$ cat config.mk
export PLATFORM = sky130hd
export DESIGN_NAME = uart_frame_scheduler
export DESIGN_NICKNAME = d
export VERILOG_FILES = /design/src/rtl/uart_frame_scheduler_pkg.sv /design/src/rtl/uart_frame_scheduler_rr_arbiter2.sv /design/src/rtl/uart_frame_scheduler.sv
export SDC_FILE = /design/constraint.sdc
export NUM_CORES = 1
export LEC_CHECK = 0
export CORE_MARGIN = 4
export CORE_UTILIZATION = 45
export DETAILED_ROUTE_END_ITERATION = 12
export DONT_BUFFER_PORTS = 1
export PLACE_DENSITY = 0.63
export SYNTH_ARGS = -nofsm -noshare
export SYNTH_HDL_FRONTEND = slang
export SYNTH_SLANG_ARGS = --single-unit
$ cat constraint.sdc
create_clock -name clk -period 5.2 [get_ports clk]
set_input_delay 0.78 -clock clk [delete_from_list [all_inputs] [get_ports clk]]
set_output_delay 0.78 -clock clk [all_outputs]
set_load 0.05 [all_outputs]
$ cat src/rtl/uart_frame_scheduler_pkg.sv
// rtl/uart_frame_scheduler_pkg.sv - shared FSM encoding, cfg field offsets and defaults
package uart_frame_scheduler_pkg;

    localparam logic [2:0] S_IDLE      = 3'd0;
    localparam logic [2:0] S_GRANT     = 3'd1;
    localparam logic [2:0] S_WAIT_IDLE = 3'd2;
    localparam logic [2:0] S_CONFIG    = 3'd3;
    localparam logic [2:0] S_WRITE     = 3'd4;
    localparam logic [2:0] S_HOLD      = 3'd5;
    localparam logic [2:0] S_GAP       = 3'd6;

    localparam int unsigned GAP_CYCLES_DEFAULT = 400;

    // cfg word is {CtrlReg1, CtrlReg2, CtrlReg3}
    localparam int CFG_REG1_LO = 16;
    localparam int CFG_REG2_LO = 8;
    localparam int CFG_REG3_LO = 0;

    typedef logic [23:0] cfg_t;

endpackage

$ cat src/rtl/uart_frame_scheduler_rr_arbiter2.sv
// rtl/uart_frame_scheduler_rr_arbiter2.sv - two-way round-robin pick, pointer moves on frame done
module rr_arbiter2 (
    input  logic       clk,
    input  logic       rst,
    input  logic [1:0] req,
    input  logic       done,
    input  logic       done_idx,
    output logic       winner
);

    logic last;

    // Pointer starts at requester 1 so requester 0 wins the first contest
    always_ff @(posedge clk) begin
        if (rst) begin
            last <= 1'b1;
        end else if (done) begin
            last <= done_idx;
        end
    end

    always_comb begin
        winner = ~last;
        if (req == 2'b01) begin
            winner = 1'b0;
        end else if (req == 2'b10) begin
            winner = 1'b1;
        end
    end

endmodule

$ cat src/rtl/uart_frame_scheduler.sv
// rtl/uart_frame_scheduler.sv - schedules two requesters' frames into a UART TX FIFO with config switching
module uart_frame_scheduler
    import uart_frame_scheduler_pkg::*;
#(
    parameter int unsigned GAP_CYCLES = GAP_CYCLES_DEFAULT
) (
    input  logic        clk,
    input  logic        rst,
    input  logic [1:0]  p_req_i,
    input  logic [7:0]  frame_len0_i,
    input  logic [7:0]  frame_len1_i,
    input  logic [7:0]  data0_i,
    input  logic [7:0]  data1_i,
    input  logic [23:0] cfg0_i,
    input  logic [23:0] cfg1_i,
    output logic [1:0]  p_ack_o,
    output logic [1:0]  p_done_o,
    output logic [7:0]  tx_data_o,
    output logic        n_we_o,
    input  logic        p_full_i,
    input  logic        p_tx_idle_i,
    output logic        p_We_o,
    output logic [7:0]  CtrlReg1_o,
    output logic [7:0]  CtrlReg2_o,
    output logic [7:0]  CtrlReg3_o,
    output logic        busy_o
);

    logic [2:0]  state;
    logic [2:0]  next_state;
    logic        gnt;
    logic        winner;
    logic [7:0]  len_q;
    cfg_t        cfg_q;
    logic [8:0]  cnt;
    logic [31:0] gap_cnt;

    cfg_t        sel_cfg;
    logic [7:0]  sel_len;
    logic        frame_end;
    logic        gap_done;
    logic        write_now;
    logic        frame_done;

    assign sel_cfg    = gnt ? cfg1_i : cfg0_i;
    assign sel_len    = gnt ? frame_len1_i : frame_len0_i;
    assign frame_end  = (cnt == {1'b0, len_q});
    assign gap_done   = (gap_cnt + 32'd1) >= GAP_CYCLES;
    assign write_now  = (state == S_WRITE) && (next_state == S_HOLD);
    assign frame_done = (next_state == S_GAP) && (state != S_GAP);

    rr_arbiter2 u_arb (
        .clk      (clk),
        .rst      (rst),
        .req      (p_req_i),
        .done     (frame_done),
        .done_idx (gnt),
        .winner   (winner)
    );

    always_comb begin
        next_state = state;
        case (state)
            S_IDLE:      if (|p_req_i) next_state = S_GRANT;
            S_GRANT:     next_state = (sel_cfg == {CtrlReg1_o, CtrlReg2_o, CtrlReg3_o}) ? S_WRITE : S_WAIT_IDLE;
            S_WAIT_IDLE: if (p_tx_idle_i) next_state = S_CONFIG;
            S_CONFIG:    next_state = S_WRITE;
            // Only a zero-length frame can already be at its end on entry to WRITE
            S_WRITE: begin
                if (frame_end) begin
                    next_state = S_GAP;
                end else if (!p_full_i) begin
                    next_state = S_HOLD;
                end
            end
            S_HOLD:      next_state = frame_end ? S_GAP : S_WRITE;
            S_GAP:       if (gap_done) next_state = S_IDLE;
            default:     next_state = S_IDLE;
        endcase
    end

    always_ff @(posedge clk) begin
        if (rst) begin
            state      <= S_IDLE;
            gnt        <= 1'b0;
            len_q      <= 8'd0;
            cfg_q      <= '0;
            cnt        <= 9'd0;
            gap_cnt    <= 32'd0;
            p_ack_o    <= 2'b00;
            p_done_o   <= 2'b00;
            tx_data_o  <= 8'd0;
            n_we_o     <= 1'b1;
            p_We_o     <= 1'b0;
            CtrlReg1_o <= 8'd0;
            CtrlReg2_o <= 8'd0;
            CtrlReg3_o <= 8'd0;
            busy_o     <= 1'b0;
        end else begin
            state    <= next_state;
            busy_o   <= (next_state != S_IDLE);
            n_we_o   <= ~write_now;
            p_ack_o  <= write_now ? (2'b01 << gnt) : 2'b00;
            p_done_o <= frame_done ? (2'b01 << gnt) : 2'b00;
            p_We_o   <= (next_state == S_CONFIG);
            gap_cnt  <= (state == S_GAP) ? gap_cnt + 32'd1 : 32'd0;

            if (state == S_IDLE) begin
                gnt <= winner;
            end
            if (state == S_GRANT) begin
                len_q <= sel_len;
                cfg_q <= sel_cfg;
                cnt   <= 9'd0;
            end
            if (write_now) begin
                cnt       <= cnt + 9'd1;
                tx_data_o <= gnt ? data1_i : data0_i;
            end
            if (next_state == S_CONFIG) begin
                CtrlReg1_o <= cfg_q[CFG_REG1_LO +: 8];
                CtrlReg2_o <= cfg_q[CFG_REG2_LO +: 8];
                CtrlReg3_o <= cfg_q[CFG_REG3_LO +: 8];
            end
        end
    end

endmodule

=== Word level (Yosys, flattened, before mapping) ===
Index checks and enable logic that the tools add are counted.

* Bits of input ports: 86
* Output and inout port bits: 39
* Word-level logic and storage cells: 62
* Register bits after elaboration: 117

* Equality and inequality tests: 14
* Reduce and logical (&&, ||, !) cells: 9
* Bitwise operators: 4
* Shift operators: 1
* Magnitude comparators: 1
* $add $sub $neg: 2
* Muxes and demuxes: 15

{| class="wikitable"
|+ Operators with widths
! cell !! count
|-
| 32-bit by 1-bit adder with 32-bit output, second input constant || 1
|-
| 32-bit by 9-bit >= comparator with 1-bit output, second input constant || 1
|-
| 24-bit equality test || 1
|-
| 24-bit 2-to-1 mux || 1
|-
| 3-bit one-hot mux with 7 select lines || 1
|-
| 3-bit 2-to-1 mux || 6
|-
| 9-bit 2-to-1 mux || 2
|-
| 8-bit 2-to-1 mux || 2
|-
| 3-bit equality test, second input constant || 5
|-
| 9-bit by 1-bit adder with 9-bit output, second input constant || 1
|-
| 3-bit by 2-bit equality test with 1-bit output, second input constant || 3
|-
| 9-bit by 8-bit equality test with 1-bit output || 1
|-
| 2-bit OR reduction || 4
|-
| 1-bit NOT || 4
|-
| 3-bit by 1-bit equality test with 1-bit output, second input constant || 1
|-
| 3-bit zero test || 1
|-
| 3-bit != test, second input constant || 1
|-
| 3-bit nonzero test || 1
|-
| 2-bit by 1-bit equality test with 1-bit output, second input constant || 1
|-
| 2-bit equality test, second input constant || 1
|-
| 1-bit logical AND || 2
|-
| 1-bit 2-to-1 mux || 2
|-
| 2-bit 2-to-1 mux || 1
|-
| 2-bit nonzero test || 1
|-
| 1-bit by 1-bit left shift with 2-bit output, first input constant || 1
|}

=== Logic depth before layout (Yosys ltp) ===
* Word-level depth: 8
* Mapped depth: 9
* Gate-level depth less buffers: 8

=== By module ===
A second synthesis with hierarchy kept.

* Cells, all modules: 682
* Area, all modules: 5,864.4 µm²

{| class="wikitable"
|+ Modules (own cells, without submodules)
! module !! seq. area each (µm²) !! instances !! cells each !! area an instance (µm²)
|-
| uart_frame_scheduler || 2,322.2 || 1 || 675 || 5,810.6
|-
| rr_arbiter2 || 20.0 || 1 || 7 || 53.8
|}

=== Worst setup path before layout ===
No wires, ideal clock.

* Kind: flip-flop to flip-flop
* From: register gap_cnt[8]
* To: register n_we_o
* Arrival time: 2.138 ns
* Path slack: 2.924 ns
* Required time: 5.062 ns
* Library setup time: 0.138 ns
* Cell stages (with the launch flop): 9
* Buffers on the path: 1
* Period minus slack after synthesis: 2.276 ns
* Cells stage by stage: dfxtp_1 -> buf_2 -> nand4_2 -> or4_4 -> a2111oi_4 -> o22ai_1 -> nor4_4 -> and4b_1 -> o21ai_0

* Longest elaborated chain between the ends: 7

{| class="wikitable"
|+ Ends and longest elaborated chain
! element !! line !! RTL
|-
| start: declaration || uart_frame_scheduler.sv:36 || <nowiki>logic [31:0] gap_cnt;</nowiki>
|-
| start signal: assignment || uart_frame_scheduler.sv:106 || <nowiki>gap_cnt <= (state == S_GAP) ? gap_cnt + 32'd1 : 32'd0;</nowiki>
|-
| 32-bit by 1-bit adder with 32-bit output || uart_frame_scheduler.sv:48 || <nowiki>assign gap_done = (gap_cnt + 32'd1) >= GAP_CYCLES;</nowiki>
|-
| 32-bit by 9-bit >= comparator with 1-bit output || uart_frame_scheduler.sv:48 ||
|-
| 3-bit 2-to-1 mux || uart_frame_scheduler.sv:77 || <nowiki>S_GAP: if (gap_done) next_state = S_IDLE;</nowiki>
|-
| 3-bit one-hot mux with 7 select lines || uart_frame_scheduler.sv:63 || <nowiki>case (state)</nowiki>
|-
| 3-bit equality test || uart_frame_scheduler.sv:49 || <nowiki>assign write_now = (state == S_WRITE) && (next_state == S_HOLD);</nowiki>
|-
| 1-bit logical AND || uart_frame_scheduler.sv:49 ||
|-
| 1-bit NOT (no source line) || - ||
|-
| end signal: assignment || uart_frame_scheduler.sv:102 || <nowiki>n_we_o <= ~write_now;</nowiki>
|-
| end: declaration || uart_frame_scheduler.sv:19 || <nowiki>output logic n_we_o,</nowiki>
|}

No other way between the ends.
A chain may end at the register's enable or synchronous reset.

=== Worst setup path in the final report ===
* From: register gap_cnt[4]
* To: register n_we_o

Same word-level chain as after synthesis.

==> summary.md <==
| Metric | Value |
|---|---|
| Most used cell, CP | `nor4_2` |
| Hold path cells | `1` |
| HPWL after detailed placement | `9.78 mm` |
| First-pass GRT wire length | `roughly 22 mm` |
| Hold EP | `tx_data_o[6]` |
| Combinational cell fraction of total power | `between 20% and 30%` |
| Via density | `5.72` |
| Place WS | `2270 ps` |
| Vias in the first global route | `roughly 4,400` |
| Post_cts resized | `0` |
| CP Launch Type | `flop` |
| Clock sink count | `117` |
| Max clock buf depth | `2` |
| Sequential share of the synthesized area | `40.5%` |
| Final Hold Fails | `0` |
| Worst-Margin Slew | `1150 ps` |
| Max_slew headroom | `around 23%` |
| Routed via count | `roughly 4,800` |
| Crit path arrival time | `3060 ps` |
| Power per cell area | `464 nW/um^2` |
| Mapped cell area | `5790 um^2` |
| Initial antenna violation count | `0` |
| Final hold slack | `~440 ps` |
| Internal power | `2.06 mW` |
| Port Buffer Count | `0` |
| Ratio of cells with drive above 1 in the final layout | `8.28%` |
| Per-cell routed wire length | `around 17 um` |
| Chip width | `121 um` |
| Finish-stage setup viols | `0` |
| Crit. End Element | `flop` |
| Reg-to-Reg End | `n_we_o` |
| Worst vdd ir | `0.209 mV` |
| Clk root buf | `clkbuf_16` |
| Largest net degree at the start of global routing | `87` |
| DR DRC count | `0` |
| Post-Syn Area per Cell | `8.56 um^2` |
| Max Slew Vio Count | `0` |
| WL final | `13.9 mm` |
| Fin crit period | `2820 ps` |
| Hold_buf cts | `0` |
| CTS tree | `yes` |
| CP cell instances | `nand3_1 -> nor4_2 -> nand4_1 -> mux2_2 -> nor4_2 -> and4b_1 -> o21ai_0` |
| Reg2reg setup slack | `approximately 2400 ps` |
| Crit-path max cell delay | `590 ps` |
| Clock Skews | `7.66 ps` |
| Psw | `0.929 mW` |
| # rows | `41` |
| Async SR Flop Fraction | `0%` |
| Final RePlAce weighted congestion | `around 0.94` |
| Initial Util | `45.9%` |
| DIE HEIGHT | `121 um` |
| I/O pin count | `125` |
| 1st-iter DRT viols | `482` |
| Mapped Cells | `between 600 and 700` |
| H-Tree Depth | `4` |
| Nets | `roughly 740` |
| Worst skew pair latency | `420 ps` |
| RSZ-0062 raised after global routing | `no` |
| Yosys reg bits | `117` |
| Reg power frac | `40.9%` |
| Clk pwr share | `39.0%` |
| Syn_nets | `764` |
| Largest fanout on the critical path | `14` |
| Post-synth EDFFs | `0` |
| Post-CTS Setup Repair Bufs | `0` |
| Synthesis Warnings | `0` |
| Most frequent cells in the layout | `dfxtp_1, nor2_1, nand2_1` |
| Clock Pin Slew Worst Setup and Hold Paths | `50 ps` |
| GRT Residual Overflow | `0` |
| Required time worst endpoint | `5440 ps` |
| Peak Freq | `0.355 GHz` |
| Layout area overhead | `11.4%` |
| DR pass1 iterations | `5` |
| Start of the worst register-to-register path | `gap_cnt[4]` |
| Leakage | `2.10 nW` |
| # diodes | `0` |
| Outcome | `completed` |
| Hold WC Path Type | `in2reg` |
| TritonCTS Buffers | `17` |
| Max stage delay cell, worst path | `nor4_2` |
| Final TNS setup | `0 ps` |
| Core region area | `between 10,000 and 15,000 um^2` |
| Most common cell after layout, fill and taps aside | `dfxtp_1` |
| Sw frac | `just over 30%` |
| Main synth FF type | `dfxtp_1` |
| Final period util | `54.2%` |
| Total Routing Usage GR | `a little under a fifth` |
| Filler instances | `1,221` |
| Die footprint | `14,700 um^2` |
| Count of cell types in the netlist | `59` |
| Antenna-violating nets left | `0` |
| Worst reg2reg path depth | `7` |
| Max Cap Viol | `0` |
| Setup CP Type | `reg2reg` |
| Hold Crit Start | `rst` |
| Post-route setup slack | `2380 ps` |
-- through the flow --
stage | power, mW | instance area [um^2] | std cells | utilization [%]
global route | 3.15 | 6450 | 836 | 51.1
finish | 2.99 | 6450 | 836 | 51.1
global placement | 1.83 | 5840 | 804 | 46.3
floorplan | 1.71 | 5790 | 676 | -
detailed placement | 1.85 | 5840 | 804 | 46.3
CTS | 3.02 | 6450 | 836 | 51.1
-- Yosys cell counts, types with 3 or more instances --
cell type | number | share of area [%]
nand2_1 | 62 | 4.0
nor4_2 | 3 | 0.65
o31a_1 | 3 | 0.45
or4_1 | 3 | 0.39
clkbuf_1 | 34 | 2.2
xnor2_1 | 40 | 6.1
nor2_1 | 89 | 5.8
xor2_1 | 20 | 3.0
and4_1 | 7 | 1.1
inv_1 | 5 | 0.32
mux2i_1 | 41 | 7.1
nand3b_1 | 9 | 1.2
nand4_1 | 16 | 1.7
and2_1 | 5 | 0.54
a21oi_1 | 39 | 3.4
a211oi_1 | 44 | 5.7
nor3_1 | 13 | 1.1
a31oi_1 | 4 | 0.43
nand2b_1 | 3 | 0.32
dfxtp_1 | 117 | 40
buf_2 | 11 | 0.95
nor4_1 | 11 | 1.2
o21ai_0 | 13 | 1.1
or2_2 | 5 | 0.54
or3_1 | 3 | 0.32
nor2b_1 | 3 | 0.32
and3_1 | 14 | 1.5
nand3_1 | 21 | 1.8
o31ai_1 | 3 | 0.39
-- cell type report --
cell class                      count  area [um^2]  area share (%)
Multi-Input combinational cell    506         3240            50.2
Tap cell                          172          215            3.34
Sequential cell                   117         2340            36.3
Inverter                            5         18.8           0.291
Clock inverter                      9         97.6            1.51
Timing Repair Buffer                4         30.0           0.466
Clock buffer                       23          508            7.88
-- state kept, by name (all words and copies together), names as in the netlist, 2 cells and up --
name / flops
CtrlReg3_o: 8
gap_cnt: 32
p_done_o: 2
len_q: 8
cnt: 9
CtrlReg1_o: 8
CtrlReg2_o: 8
tx_data_o: 8
cfg_q: 24
p_ack_o: 2
state: 3
-- power by group through the flow --
stage	Combinational (mW)	Clock (mW)	Sequential, mW
final	0.600	1.17	1.22
after CTS	0.608	1.19	1.23
after global routing	0.677	1.23	1.24
after global placement	0.586	0	1.24
after detailed placement	0.605	0	1.24
after floorplan	0.556	0	1.16
-- worst max-delay path, delay by kind of cell (launching register included) --
kind            cells  cell delay, ps
compound gates      1              80
flops               1             410
simple gates        5            1820
mux                 1             320
-- layer usage --
metal | vias to the layer above | GRT usage [%] | wire, um
met1 | 2238 | 23.6 | 6110
met2 | 165 | 28.8 | 6300
met5 | - | 0 | 0
met4 | 0 | 6.09 | 176
met3 | 19 | 8.44 | 1350
li1 | 2358 | - | -
-- cells by family after synthesis --
group | synth area share, %
AO/OA/AOI/OAI | 15.0
AND/OR/NAND/NOR | 24.0
XOR/XNOR | 9.08
flip-flops | 40.5
adder cells (fa/ha/maj) | 0.432
buffers and inverters | 3.70
multiplexers | 7.28
-- worst max path at each step --
stage | start | to | depth (start not counted) | slack (ps)
after floorplan | gap_cnt[8] | n_we_o | 8 | 2920
after global placement | gnt | busy_o | 7 | 2250
after CTS | gnt | busy_o | 7 | 2270
final | gap_cnt[4] | n_we_o | 7 | 2380
after global routing | gnt | busy_o | 7 | 2030
after detailed placement | gnt | n_we_o | 7 | 2270
Power figures use the tool's default switching activity.
